$ cat config.mk
export PLATFORM = sky130hd
export DESIGN_NAME = conv2d_rd_feeder
export DESIGN_NICKNAME = d
export VERILOG_FILES = /design/src/rtl/conv2d_rd_feeder_pkg.sv /design/src/rtl/conv2d_rd_feeder_fifo.sv /design/src/rtl/conv2d_rd_feeder.sv
export SDC_FILE = /design/constraint.sdc
export NUM_CORES = 2
export LEC_CHECK = 0
export CORE_ASPECT_RATIO = 0.9
export CORE_UTILIZATION = 25
export DETAILED_ROUTE_END_ITERATION = 10
export DONT_BUFFER_PORTS = 1
export HOLD_SLACK_MARGIN = 0.03
export MAX_ROUTING_LAYER = met4
export PLACE_DENSITY_LB_ADDON = 0.2
export SLEW_MARGIN = 20
export SYNTH_ARGS = -nofsm -noshare
export SYNTH_HDL_FRONTEND = slang
export SYNTH_SLANG_ARGS = --single-unit
export TNS_END_PERCENT = 30
$ cat constraint.sdc
create_clock -name clk -period 11.1 [get_ports clk]
set_input_delay 2.22 -clock clk [delete_from_list [all_inputs] [get_ports clk]]
set_output_delay 2.22 -clock clk [all_outputs]
set_load 0.03 [all_outputs]
$ cat src/rtl/conv2d_rd_feeder_pkg.sv
// conv2d_rd_feeder_pkg
//   Shared definitions for the conv2D read feeder and the compute unit:
//   FSM state encoding, weight-window size helpers and the halo predicate.
//   The compute unit uses the same is_halo() so both sides agree on which
//   window cells are zero-filled instead of read.
package conv2d_rd_feeder_pkg;

    typedef enum logic [1:0] {
        IDLE  = 2'd0,
        RD_WT = 2'd1,
        RD_FM = 2'd2,
        DRAIN = 2'd3
    } state_t;

    // WT_SIZE: number of weight words in a WT_DIM x WT_DIM kernel.
    function automatic int wt_size(input int dim);
        return dim * dim;
    endfunction

    // HALF_WT_DIM: offset of the kernel centre from its top-left cell.
    function automatic int half_wt_dim(input int dim);
        return dim >>> 1;
    endfunction

    // A window cell is halo when its IFM coordinate falls outside the map.
    // Once a coordinate is known to be non-negative an unsigned compare
    // against the dimension is exact.
    function automatic logic is_halo(input logic signed [31:0] idx,
                                     input logic signed [31:0] idy,
                                     input logic        [31:0] dim);
        return (idx < 0) || (idy < 0) ||
               ($unsigned(idx) >= dim) || ($unsigned(idy) >= dim);
    endfunction

endpackage

$ cat src/rtl/conv2d_rd_feeder_fifo.sv
// conv2d_rd_feeder_fifo
//   Synchronous FIFO buffering in-order memory responses.
//   Ports:
//     clk, rst      clock, asynchronous active-high reset
//     i_push        write i_push_data (ignored only if full and not popping)
//     i_pop         remove head (ignored when empty)
//     o_pop_data    head entry, zero while empty
//     o_empty       no entries
//     o_count       number of entries, 0..DEPTH
//   Push and pop in the same cycle are both honoured, even when full.
module conv2d_rd_feeder_fifo #(
    parameter int DEPTH = 4,
    parameter int WIDTH = 32
) (
    input  logic                     clk,
    input  logic                     rst,
    input  logic                     i_push,
    input  logic [WIDTH-1:0]         i_push_data,
    input  logic                     i_pop,
    output logic [WIDTH-1:0]         o_pop_data,
    output logic                     o_empty,
    output logic [$clog2(DEPTH):0]   o_count
);
    localparam int PW = $clog2(DEPTH);

    logic [WIDTH-1:0] r_mem [DEPTH];
    logic [PW-1:0]    r_wr_ptr;
    logic [PW-1:0]    r_rd_ptr;
    logic [PW:0]      r_count;

    logic w_full;
    logic w_do_pop;
    logic w_do_push;

    assign w_full    = (r_count == (PW+1)'(DEPTH));
    assign w_do_pop  = i_pop && (r_count != '0);
    assign w_do_push = i_push && (!w_full || w_do_pop);

    assign o_empty    = (r_count == '0);
    assign o_count    = r_count;
    assign o_pop_data = o_empty ? '0 : r_mem[r_rd_ptr];

    // Storage needs no reset: it is only visible through o_pop_data,
    // which is forced to zero while the FIFO is empty.
    always_ff @(posedge clk) begin
        if (w_do_push) begin
            r_mem[r_wr_ptr] <= i_push_data;
        end
    end

    always_ff @(posedge clk or posedge rst) begin
        if (rst) begin
            r_wr_ptr <= '0;
            r_rd_ptr <= '0;
            r_count  <= '0;
        end else begin
            if (w_do_push) r_wr_ptr <= r_wr_ptr + PW'(1);
            if (w_do_pop)  r_rd_ptr <= r_rd_ptr + PW'(1);
            case ({w_do_push, w_do_pop})
                2'b10:   r_count <= r_count + (PW+1)'(1);
                2'b01:   r_count <= r_count - (PW+1)'(1);
                default: r_count <= r_count;
            endcase
        end
    end

endmodule

$ cat src/rtl/conv2d_rd_feeder.sv
// conv2d_rd_feeder
//   Generates the DMem read stream for the conv2D compute unit: all weight
//   words first, then for every output pixel in raster order the non-halo
//   IFM cells of its window in (m, n) order. Responses are buffered in a
//   small FIFO; requests are throttled by credits so that responses already
//   requested always have a FIFO slot.
//   Ports:
//     clk, rst                     clock, asynchronous active-high reset
//     start                        begin a pass (honoured in IDLE only)
//     idle                         no pass running and FIFO empty
//     fm_dim, wt_base, ifm_base    pass configuration, sampled at start
//     req_addr/req_valid/req_ready DMem read request channel
//     resp_data/resp_valid         in-order DMem responses, no backpressure
//     rdata/rdata_valid/rdata_ready stream to the compute unit
//     o_dbg_state                  current FSM state
//   Handshake: a transfer happens on every clock edge where valid and ready
//   are both high; once valid is raised its payload is held stable and
//   valid stays high until that transfer happens.
module conv2d_rd_feeder
    import conv2d_rd_feeder_pkg::*;
#(
    parameter int AWIDTH     = 32,
    parameter int DWIDTH     = 32,
    parameter int WT_DIM     = 3,
    parameter int FIFO_DEPTH = 4
) (
    input  logic              clk,
    input  logic              rst,
    input  logic              start,
    output logic              idle,
    input  logic [31:0]       fm_dim,
    input  logic [AWIDTH-1:0] wt_base,
    input  logic [AWIDTH-1:0] ifm_base,
    output logic [AWIDTH-1:0] req_addr,
    output logic              req_valid,
    input  logic              req_ready,
    input  logic [DWIDTH-1:0] resp_data,
    input  logic              resp_valid,
    output logic [DWIDTH-1:0] rdata,
    output logic              rdata_valid,
    input  logic              rdata_ready,
    output logic [1:0]        o_dbg_state
);
    localparam int WT_SIZE = wt_size(WT_DIM);
    localparam int HALF    = half_wt_dim(WT_DIM);
    localparam int CW      = $clog2(FIFO_DEPTH) + 1;

    state_t            r_state;
    state_t            w_next_state;
    logic [31:0]       r_fm_dim;
    logic [31:0]       r_k;
    logic [31:0]       r_y, r_x, r_m, r_n;
    logic              r_cur_done;
    logic [AWIDTH-1:0] r_wt_base;
    logic [AWIDTH-1:0] r_win_row;   // address of IFM row y-HALF, column 0
    logic [AWIDTH-1:0] r_row_addr;  // address of IFM row y-HALF+m, column 0
    logic              r_req_valid;
    logic [AWIDTH-1:0] r_req_addr;
    logic [CW-1:0]     r_outstanding;

    logic [CW-1:0]      w_fifo_count;
    logic               w_fifo_empty;
    logic               w_fire, w_push, w_pop, w_slot_free, w_credit_ok;
    logic [CW:0]        w_used;
    logic signed [31:0] w_idx, w_idy;
    logic               w_halo, w_wt_last, w_fm_last;
    logic               w_wt_step, w_fm_step, w_load;
    logic [AWIDTH-1:0]  w_load_addr;
    logic [AWIDTH-1:0]  w_win_init;

    assign w_fire      = r_req_valid && req_ready;
    // A response arriving with nothing outstanding is stale (issued before
    // a reset) and is dropped.
    assign w_push      = resp_valid && (r_outstanding != '0);
    assign w_pop       = !w_fifo_empty && rdata_ready;
    assign w_slot_free = !r_req_valid || req_ready;

    // Every request loaded into the slot is guaranteed a FIFO entry:
    // outstanding + buffered + the one firing now must leave room for it.
    assign w_used      = {1'b0, r_outstanding} + {1'b0, w_fifo_count} + {{CW{1'b0}}, w_fire};
    assign w_credit_ok = (w_used < (CW+1)'(FIFO_DEPTH));

    assign w_idx     = $signed(r_x + r_n - 32'(HALF));
    assign w_idy     = $signed(r_y + r_m - 32'(HALF));
    assign w_halo    = is_halo(w_idx, w_idy, r_fm_dim);
    assign w_wt_last = (r_k == 32'(WT_SIZE - 1));
    assign w_fm_last = (r_y == r_fm_dim - 32'd1) && (r_x == r_fm_dim - 32'd1) &&
                       (r_m == 32'(WT_DIM - 1)) && (r_n == 32'(WT_DIM - 1));
    assign w_win_init = ifm_base - AWIDTH'(fm_dim) * AWIDTH'(HALF);

    // ---------------- FSM: state register ----------------
    always_ff @(posedge clk or posedge rst) begin
        if (rst) r_state <= IDLE;
        else     r_state <= w_next_state;
    end

    // ---------------- FSM: next state ----------------
    always_comb begin
        w_next_state = r_state;
        case (r_state)
            IDLE:  if (start) w_next_state = RD_WT;
            RD_WT: if (r_cur_done && w_fire)
                       w_next_state = (r_fm_dim == 32'd0) ? DRAIN : RD_FM;
            RD_FM: if (r_cur_done && w_slot_free) w_next_state = DRAIN;
            DRAIN: if ((r_outstanding == '0) && w_fifo_empty) w_next_state = IDLE;
            default: w_next_state = IDLE;
        endcase
    end

    // ---------------- FSM: outputs / cursor strobes ----------------
    // Halo cells advance the cursor without needing the request slot.
    always_comb begin
        idle        = 1'b0;
        w_wt_step   = 1'b0;
        w_fm_step   = 1'b0;
        w_load_addr = r_req_addr;
        case (r_state)
            IDLE:  idle = w_fifo_empty;
            RD_WT: begin
                w_wt_step   = !r_cur_done && w_slot_free && w_credit_ok;
                w_load_addr = r_wt_base + AWIDTH'(r_k);
            end
            RD_FM: begin
                w_fm_step   = !r_cur_done && (w_halo || (w_slot_free && w_credit_ok));
                w_load_addr = r_row_addr + AWIDTH'(w_idx);
            end
            default: ;
        endcase
        w_load = w_wt_step || (w_fm_step && !w_halo);
    end

    // ---------------- cursor ----------------
    always_ff @(posedge clk or posedge rst) begin
        if (rst) begin
            r_fm_dim   <= '0;
            r_wt_base  <= '0;
            r_k        <= '0;
            r_y        <= '0;
            r_x        <= '0;
            r_m        <= '0;
            r_n        <= '0;
            r_cur_done <= 1'b0;
            r_win_row  <= '0;
            r_row_addr <= '0;
        end else if (r_state == IDLE && start) begin
            r_fm_dim   <= fm_dim;
            r_wt_base  <= wt_base;
            r_k        <= '0;
            r_y        <= '0;
            r_x        <= '0;
            r_m        <= '0;
            r_n        <= '0;
            r_cur_done <= 1'b0;
            r_win_row  <= w_win_init;
            r_row_addr <= w_win_init;
        end else if (w_wt_step) begin
            if (w_wt_last) r_cur_done <= 1'b1;
            else           r_k <= r_k + 32'd1;
        end else if (r_state == RD_WT && w_next_state == RD_FM) begin
            r_cur_done <= 1'b0;
        end else if (w_fm_step) begin
            if (w_fm_last) begin
                r_cur_done <= 1'b1;
            end else if (r_n != 32'(WT_DIM - 1)) begin
                r_n <= r_n + 32'd1;
            end else begin
                r_n <= '0;
                if (r_m != 32'(WT_DIM - 1)) begin
                    r_m        <= r_m + 32'd1;
                    r_row_addr <= r_row_addr + AWIDTH'(r_fm_dim);
                end else begin
                    r_m <= '0;
                    if (r_x != r_fm_dim - 32'd1) begin
                        r_x        <= r_x + 32'd1;
                        r_row_addr <= r_win_row;
                    end else begin
                        r_x        <= '0;
                        r_y        <= r_y + 32'd1;
                        r_win_row  <= r_win_row + AWIDTH'(r_fm_dim);
                        r_row_addr <= r_win_row + AWIDTH'(r_fm_dim);
                    end
                end
            end
        end
    end

    // ---------------- request slot and credits ----------------
    always_ff @(posedge clk or posedge rst) begin
        if (rst) begin
            r_req_valid <= 1'b0;
            r_req_addr  <= '0;
        end else if (w_load) begin
            r_req_valid <= 1'b1;
            r_req_addr  <= w_load_addr;
        end else if (w_fire) begin
            r_req_valid <= 1'b0;
        end
    end

    always_ff @(posedge clk or posedge rst) begin
        if (rst) begin
            r_outstanding <= '0;
        end else begin
            case ({w_fire, w_push})
                2'b10:   r_outstanding <= r_outstanding + CW'(1);
                2'b01:   r_outstanding <= r_outstanding - CW'(1);
                default: r_outstanding <= r_outstanding;
            endcase
        end
    end

    conv2d_rd_feeder_fifo #(
        .DEPTH (FIFO_DEPTH),
        .WIDTH (DWIDTH)
    ) u_fifo (
        .clk         (clk),
        .rst         (rst),
        .i_push      (w_push),
        .i_push_data (resp_data),
        .i_pop       (w_pop),
        .o_pop_data  (rdata),
        .o_empty     (w_fifo_empty),
        .o_count     (w_fifo_count)
    );

    assign rdata_valid = !w_fifo_empty;
    assign req_valid   = r_req_valid;
    assign req_addr    = r_req_addr;
    assign o_dbg_state = r_state;

endmodule
=== Word-level counts from Yosys, hierarchy flattened ===
Memories as Yosys holds them, arrays and structs flattened.
Cells that the tools add are included.

* Register bits: 334
* Latch bits: 0
* Bits in writable memories: 128
* Memory bits (read-only): 0
* Input port bits: 134
* Output and inout bits: 69
* Logic and storage cells: 192
* Memories kept: 1

* $add $sub $neg: 23
* Multipliers: 0
* Div/mod/pow operators: 0
* Order comparisons: 5
* Eq/ne operators: 25
* Shift operators: 0
* Mux-type cells: 70
* Bitwise logic cells: 0
* Reduce and logical (&&, ||, !) cells: 51

{| class="wikitable"
|+ Memories
! memory !! words !! bits a word !! read ports !! clocked after Yosys merged registers in !! wr ports !! RTL line !! text
|-
| u_fifo.r_mem || 4 || 32 || 1 || 0 || 1 || conv2d_rd_feeder_fifo.sv:26 || <nowiki>logic [WIDTH-1:0] r_mem [DEPTH];</nowiki>
|}

{| class="wikitable"
|+ Operators by type and width
! kind !! count
|-
| $mux W32 || 48
|-
| $add A32 B32 Y32 || 6
|-
| $add A32 B1 Y32 const B || 5
|-
| $sub A32 B1 Y32 const B || 3
|-
| $eq A32 B2 Y1 const B || 2
|-
| $eq A32 B32 Y1 || 2
|-
| $ge A32 B32 Y1 || 2
|-
| $lt A32 B1 Y1 const B || 2
|-
| $ne A32 B2 Y1 const B || 2
|-
| $pmux W32 S2 || 1
|-
| $eq A32 B4 Y1 const B || 1
|-
| $logic_not A32 Y1 || 1
|-
| $ne A32 B32 Y1 || 1
|-
| $sub A32 B32 Y32 || 1
|-
| $logic_and A1 B1 Y1 || 18
|-
| $mux W1 || 14
|-
| $pmux W3 S2 || 2
|-
| $reduce_bool A2 Y1 || 6
|-
| $eq A2 B2 Y1 const B || 5
|-
| $mux W2 || 4
|-
| $ne A2 B2 Y1 const B || 4
|-
| $pmux W2 S4 || 1
|-
| $reduce_bool A4 Y1 || 2
|-
| $logic_or A1 B1 Y1 || 7
|-
| 20 further kinds || 34
|}

=== Longest topological paths before layout ===
* Depth after elaboration: 13
* Mapped depth: 34
* Depth with buffers taken out: 31

=== Cells and area by module ===
Synthesis repeated with hierarchy kept, for this count alone.

* Cells, all modules: 4,193
* Area, all modules: 36,550.1 µm²

{| class="wikitable"
|+ By module, submodules not included
! module !! instances !! cells an instance !! area an instance (µm²) !! seq. area each (µm²)
|-
| conv2d_rd_feeder || 1 || 3,936 || 31,194.9 || 8,182.8
|-
| conv2d_rd_feeder_fifo || 1 || 257 || 5,355.1 || 4,018.9
|}

=== Worst setup path after synthesis ===
Ideal clock, no wire load.

* Kind: register to register
* Start point: register r_y[1]
* End point: register r_win_row[12]
* Library setup time: 137 ps
* Data arrival time: 6,602 ps
* Required time: 10,963 ps
* Slack: 4,360 ps
* Stages on the path, launching flop included: 34
* Cell sequence: dfrtp_1 inv_1 ha_1 inv_1 ha_1 fa_1 a211oi_1 o21a_1 o41a_1 a211oi_1 a221o_1 a21oi_1 o21bai_1 a21oi_1 o21bai_1 a311o_1 a21oi_1 xnor2_1 ha_1 a21o_1 a21o_1 a221oi_1 o221ai_1 a21oi_1 o21ai_0 a311o_1 o41ai_1 nor4_2 buf_6 and2_1 buf_6 buf_6 a211oi_1 a21oi_1

* Longest elaborated chain between the ends: 11
* Elaborated cells between the ends (all ways): 17
* Classes of those cells: 2 x add/sub; 2 x order compare; 2 x eq/ne; 1 x mux; 10 x reduce/logical

{| class="wikitable"
|+ Ends and longest elaborated chain
! element !! RTL line !! text
|-
| start: declaration || conv2d_rd_feeder.sv:52 || <nowiki>logic [31:0] r_y, r_x, r_m, r_n;</nowiki>
|-
| start signal: assignment || conv2d_rd_feeder.sv:178 || <nowiki>r_y <= r_y + 32'd1;</nowiki>
|-
| $add A32 B32 Y32 || conv2d_rd_feeder.sv:84 || <nowiki>assign w_idy = $signed(r_y + r_m - 32'(HALF));</nowiki>
|-
| $sub A32 B1 Y32 || conv2d_rd_feeder.sv:84 ||
|-
| $lt A32 B1 Y1 || conv2d_rd_feeder_pkg.sv:31 || <nowiki>return (idx < 0) || (idy < 0) ||</nowiki>
|-
| $logic_or A1 B1 Y1 (2 in series) || conv2d_rd_feeder_pkg.sv:31 ||
|-
| $logic_or A1 B1 Y1 || conv2d_rd_feeder_pkg.sv:32 || <nowiki>($unsigned(idx) >= dim) || ($unsigned(idy) >= dim);</nowiki>
|-
| $logic_or A1 B1 Y1 || conv2d_rd_feeder.sv:124 || <nowiki>w_fm_step = !r_cur_done && (w_halo || (w_slot_free && w_credit_ok));</nowiki>
|-
| $logic_and A1 B1 Y1 || conv2d_rd_feeder.sv:124 ||
|-
| $mux W1 || conv2d_rd_feeder.sv:117 || <nowiki>case (r_state)</nowiki>
|-
| $reduce_bool A2 Y1 (no source line) || n/a ||
|-
| $reduce_and A6 Y1 (no source line) (*) || n/a ||
|-
| end signal: assignment || conv2d_rd_feeder.sv:154 || <nowiki>r_win_row <= w_win_init;</nowiki>
|-
| end signal: assignment || conv2d_rd_feeder.sv:179 || <nowiki>r_win_row <= r_win_row + AWIDTH'(r_fm_dim);</nowiki>
|-
| end: declaration || conv2d_rd_feeder.sv:55 || <nowiki>logic [AWIDTH-1:0] r_win_row;</nowiki>
|}

Mark *: on every way between the ends. The rest lies on a longest branch, timed or not.
A chain may end at the register's enable or synchronous reset.

=== Worst setup path in the final report ===
* Start point: register r_y[2]
* End point: register r_x[28]

* Longest elaborated chain between the ends: 11
* Elaborated cells between the ends (all ways): 17
* Classes of those cells: 2 x add/sub; 2 x order compare; 2 x eq/ne; 1 x mux; 10 x reduce/logical

{| class="wikitable"
|+ Ends and longest elaborated chain
! element !! RTL line !! text
|-
| $add A32 B32 Y32 || conv2d_rd_feeder.sv:84 ||
|-
| $sub A32 B1 Y32 || conv2d_rd_feeder.sv:84 ||
|-
| $lt A32 B1 Y1 || conv2d_rd_feeder_pkg.sv:31 ||
|-
| $logic_or A1 B1 Y1 (2 in series) || conv2d_rd_feeder_pkg.sv:31 ||
|-
| $logic_or A1 B1 Y1 || conv2d_rd_feeder_pkg.sv:32 ||
|-
| $logic_or A1 B1 Y1 || conv2d_rd_feeder.sv:124 ||
|-
| $logic_and A1 B1 Y1 || conv2d_rd_feeder.sv:124 ||
|-
| $mux W1 || conv2d_rd_feeder.sv:117 ||
|-
| $reduce_bool A2 Y1 (no source line) || n/a ||
|-
| $reduce_and A6 Y1 (no source line) (*) || n/a ||
|-
| end signal: assignment || conv2d_rd_feeder.sv:174 || <nowiki>r_x <= r_x + 32'd1;</nowiki>
|-
| end: declaration || conv2d_rd_feeder.sv:52 ||
|}

Marked as above.

==> summary.md <==
| Metric | Value |
|---|---|
| Area grow syn2layout | 11.9% |
| Synth Area in XOR/XNOR | 0.0902 |
| Worst r2r src | r_y[2] |
| Leading register cell type out of synthesis | dfrtp_1 |
| Clk buf depth | 3 |
| Die height | 364 um |
| Kind of critical path | reg2reg |
| Setup Fix Bufs, Post-CTS | 0 |
| Input/output buffers | 0 |
| Synthesized cell area | 0.0364 mm^2 |
| Max-cap violation count | 0 |
| Setup tns final | 0 ps |
| Distinct cells, synth | 89 |
| CTS hold repair buffers | 0 |
| Tmin final | 8990 ps |
| Syn nets | 4,695 |
| R2r endpoint | r_x[28] |
| IO Pins | 203 |
| Layout cells sized above 1 | 0.0565 |
| Clock skew | 53.9 ps |
| Worst EP required | 11,630 ps |
| Leading area contributor after synthesis | dfrtp_1 |
| DRT Wirelength | 134,000 um |
| H-Tree Level Count | 2 |
| Post-synthesis mux area share | 0.0321 |
| Die area | 0.147 mm^2 |
| Max-slew violations | 0 |
| Synth Area in Adders | 0.130 |
| Multi-input logic area | 0.0222 mm^2 |
| Register area share after synthesis | 0.335 |
| Syn avg cell area | 8.70 um^2 |
| Rows | 132 |
| Slew at the pin closest to its max-slew limit | 1140 ps |
| DR iter-0 viols | 2,182 |
| Worst path max stage delay | 880 ps |
| CP max-delay cell | o41ai_1 |
| Initial antenna violation count | 11 |
| Final hold vios | 0 |
| Hold path depth | 2 |
| Post-route DRC | 0 |
| PwrDens | 301 mW/mm^2 |
| Final antenna-violating net count | 0 |
| Wire per inst | 21.8 um |
| First-pass GRT wire length | 198,000 um |
| Leakage power | 0.0176 uW |
| Hold Path End | r_wt_base[25] |
| Die Wd | 404 um |
| Critical hold path startpoint | r_wt_base[25] |
| Worst-Skew Late Latency | 690 ps |
| Routability congestion estimate | 0.926 |
| Yosys top cell area share | 0.229 |
| Initial Util | 0.252 |
| CTS tree | yes |
| CP Launch Type | flop |
| Most frequent CP cell | a21oi_1 |
| Vias | 30,800 |
| Crit end category | flop |
| HP Class | reg2reg |
| Finish-stage setup viols | 0 |
| Synth Area in Compound Gates | 0.177 |
| Worst-path clk slew | 60 ps |
| Final HPWL DP | 103,000 um |
| Flop and latch count out of synthesis | 462 |
| Cts bufs inserted | 59 |
| R2R Setup Slk | 2110 ps |
| Largest family of logic cells by synthesized area | simple AND/OR/NAND/NOR gates |
| Vias in the first global route | 29,700 |
| Post-CTS sizing | 0 |
| Status | completed |
| Sequential Area | 0.0122 mm^2 |
| Placement-stage cell area | 0.0387 mm^2 |
| Fillers | 15,500 |
| Fmax | 111 MHz |
| Worst Reg-to-Reg Cells | 32 |
| Finished layout cell area | 0.0408 mm^2 |
| CP arrival | 9520 ps |
| Root Driver | clkbuf_16 |
| Area of the core | 0.144 mm^2 |
| EDFF count, synth | 128 |
| RSZ-0062 raised after global routing | no |
| CP Max Fanout | 13 |
| Top-count cell post-synth | nand2_1 |
| Cell count after synthesis | 4,189 |
| Via-to-Cell Ratio | 5.01 |
| Slew headroom | 0.231 |
| Main area contributors after synthesis | dfrtp_1 23%, ha_1 12%, edfxtp_1 11% |
| Async SR Flop Fraction | 0.723 |
| Sink Count | 462 |
| GRT overflow | 0 |
| Total track usage | 0.183 |
| Period Utilization, post-route | 0.810 |
| Pre-antenna DRT Iters | 6 |
| Top cells by count, synth | 397 x nand2_1, 382 x inv_1, 363 x ha_1, 334 x dfrtp_1, 334 x nor2_1 |
| Nets | 4,650 |
| Max VDD drop | 0.173 mV |
| Largest net degree at the start of global routing | 154 |
| Yosys warns | 0 |
| Simple-Gate Fraction of Synth Area | 0.180 |
==> where the power goes <==
group / internal (uW) / switching (uW)
registers: 2170 / 674
logic: 2820 / 4490
clock network: 1280 / 845
total: 6270 / 6010
==> critical path, delay by kind of cell, from the launching register on <==
family	cells	cell delay [ps]
fa+ha+maj	3	1070
flops	1	520
compound gates	20	5300
simple gates	4	830
xor+xnor	1	150
buf+inv	4	900
==> sequential cells by signal, indices dropped and copies added, names as in the netlist <==
| signal | count |
|---|---|
| u_fifo.o_count | 3 |
| r_outstanding | 3 |
| r_m | 32 |
| r_n | 32 |
| r_row_addr | 32 |
| r_y | 32 |
| r_cur_done | 1 |
| req_valid | 1 |
| r_x | 32 |
| r_fm_dim | 32 |
| req_addr | 32 |
| u_fifo.r_wr_ptr | 2 |
| r_wt_base | 32 |
| r_win_row | 32 |
| o_dbg_state | 2 |
| u_fifo.r_rd_ptr | 2 |
| u_fifo.r_mem | 128 |
| r_k | 32 |
==> kinds of logic (layout without fill, tap and decap cells) <==
kind of cell,count (synthesis),count (layout)
fa+ha+maj,372,372
simple gates,1347,1347
mux,76,76
other cells,0,13
xor+xnor,366,366
compound gates,1034,1034
buf+inv,532,535
flops,462,462
==> cells in the final DEF, fill, tap and decap left out, drive strengths merged, types with 78 or more instances in the layout <==
cell / synthesis / layout
a21o: 111 / 111
a21oi: 299 / 299
clkbuf: 113 / 78
dfrtp: 334 / 334
edfxtp: 128 / 128
ha: 363 / 363
inv: 382 / 383
nand2: 397 / 397
nand3: 116 / 116
nand4: 78 / 78
nor2: 334 / 334
nor3: 78 / 78
o21ai: 279 / 279
xnor2: 265 / 265
xor2: 95 / 95
==> stage by stage <==
step	instances	hold slack (ps)	utilization	total power, uW	setup slack, ps
2_1_floorplan	4189	450	-	7930	4360
3_3_place_gp	6026	474	0.268	10200	2240
3_5_place_dp	6026	477	0.268	10200	2200
4_1_cts	6135	491	0.282	12400	2130
5_1_grt	6147	512	0.283	13200	1500
6_report	6148	484	0.283	12300	2110
==> final cells by class <==
type	count	share of cell area
antenna	13	0.000798
clock buffer	78	0.0407
clock inverter	31	0.0106
inverter	382	0.0352
multi-input combinational	3195	0.545
sequential	462	0.299
tap	1943	0.0596
timing repair buffer	44	0.00841
==> metal layers <==
layer  global-route usage  wire length (um)  share of wire
met5                    -                 0              0
met4               0.0611              4230          0.032
met3               0.0283              6310          0.047
met2                0.286             60900           0.45
met1                0.241             62400           0.47
==> how the worst max path moves through the flow <==
stage,startpoint,to,slack [ps],cells past startpoint
after global routing,r_y[2],r_n[11],1500,31
after floorplan,r_y[1],r_win_row[12],4360,33
after detailed placement,r_y[2],r_n[11],2200,31
final,r_y[2],r_x[28],2110,32
after global placement,r_y[2],r_n[11],2240,31
after CTS,r_y[2],r_n[11],2130,31
Power figures use the tool's default switching activity.
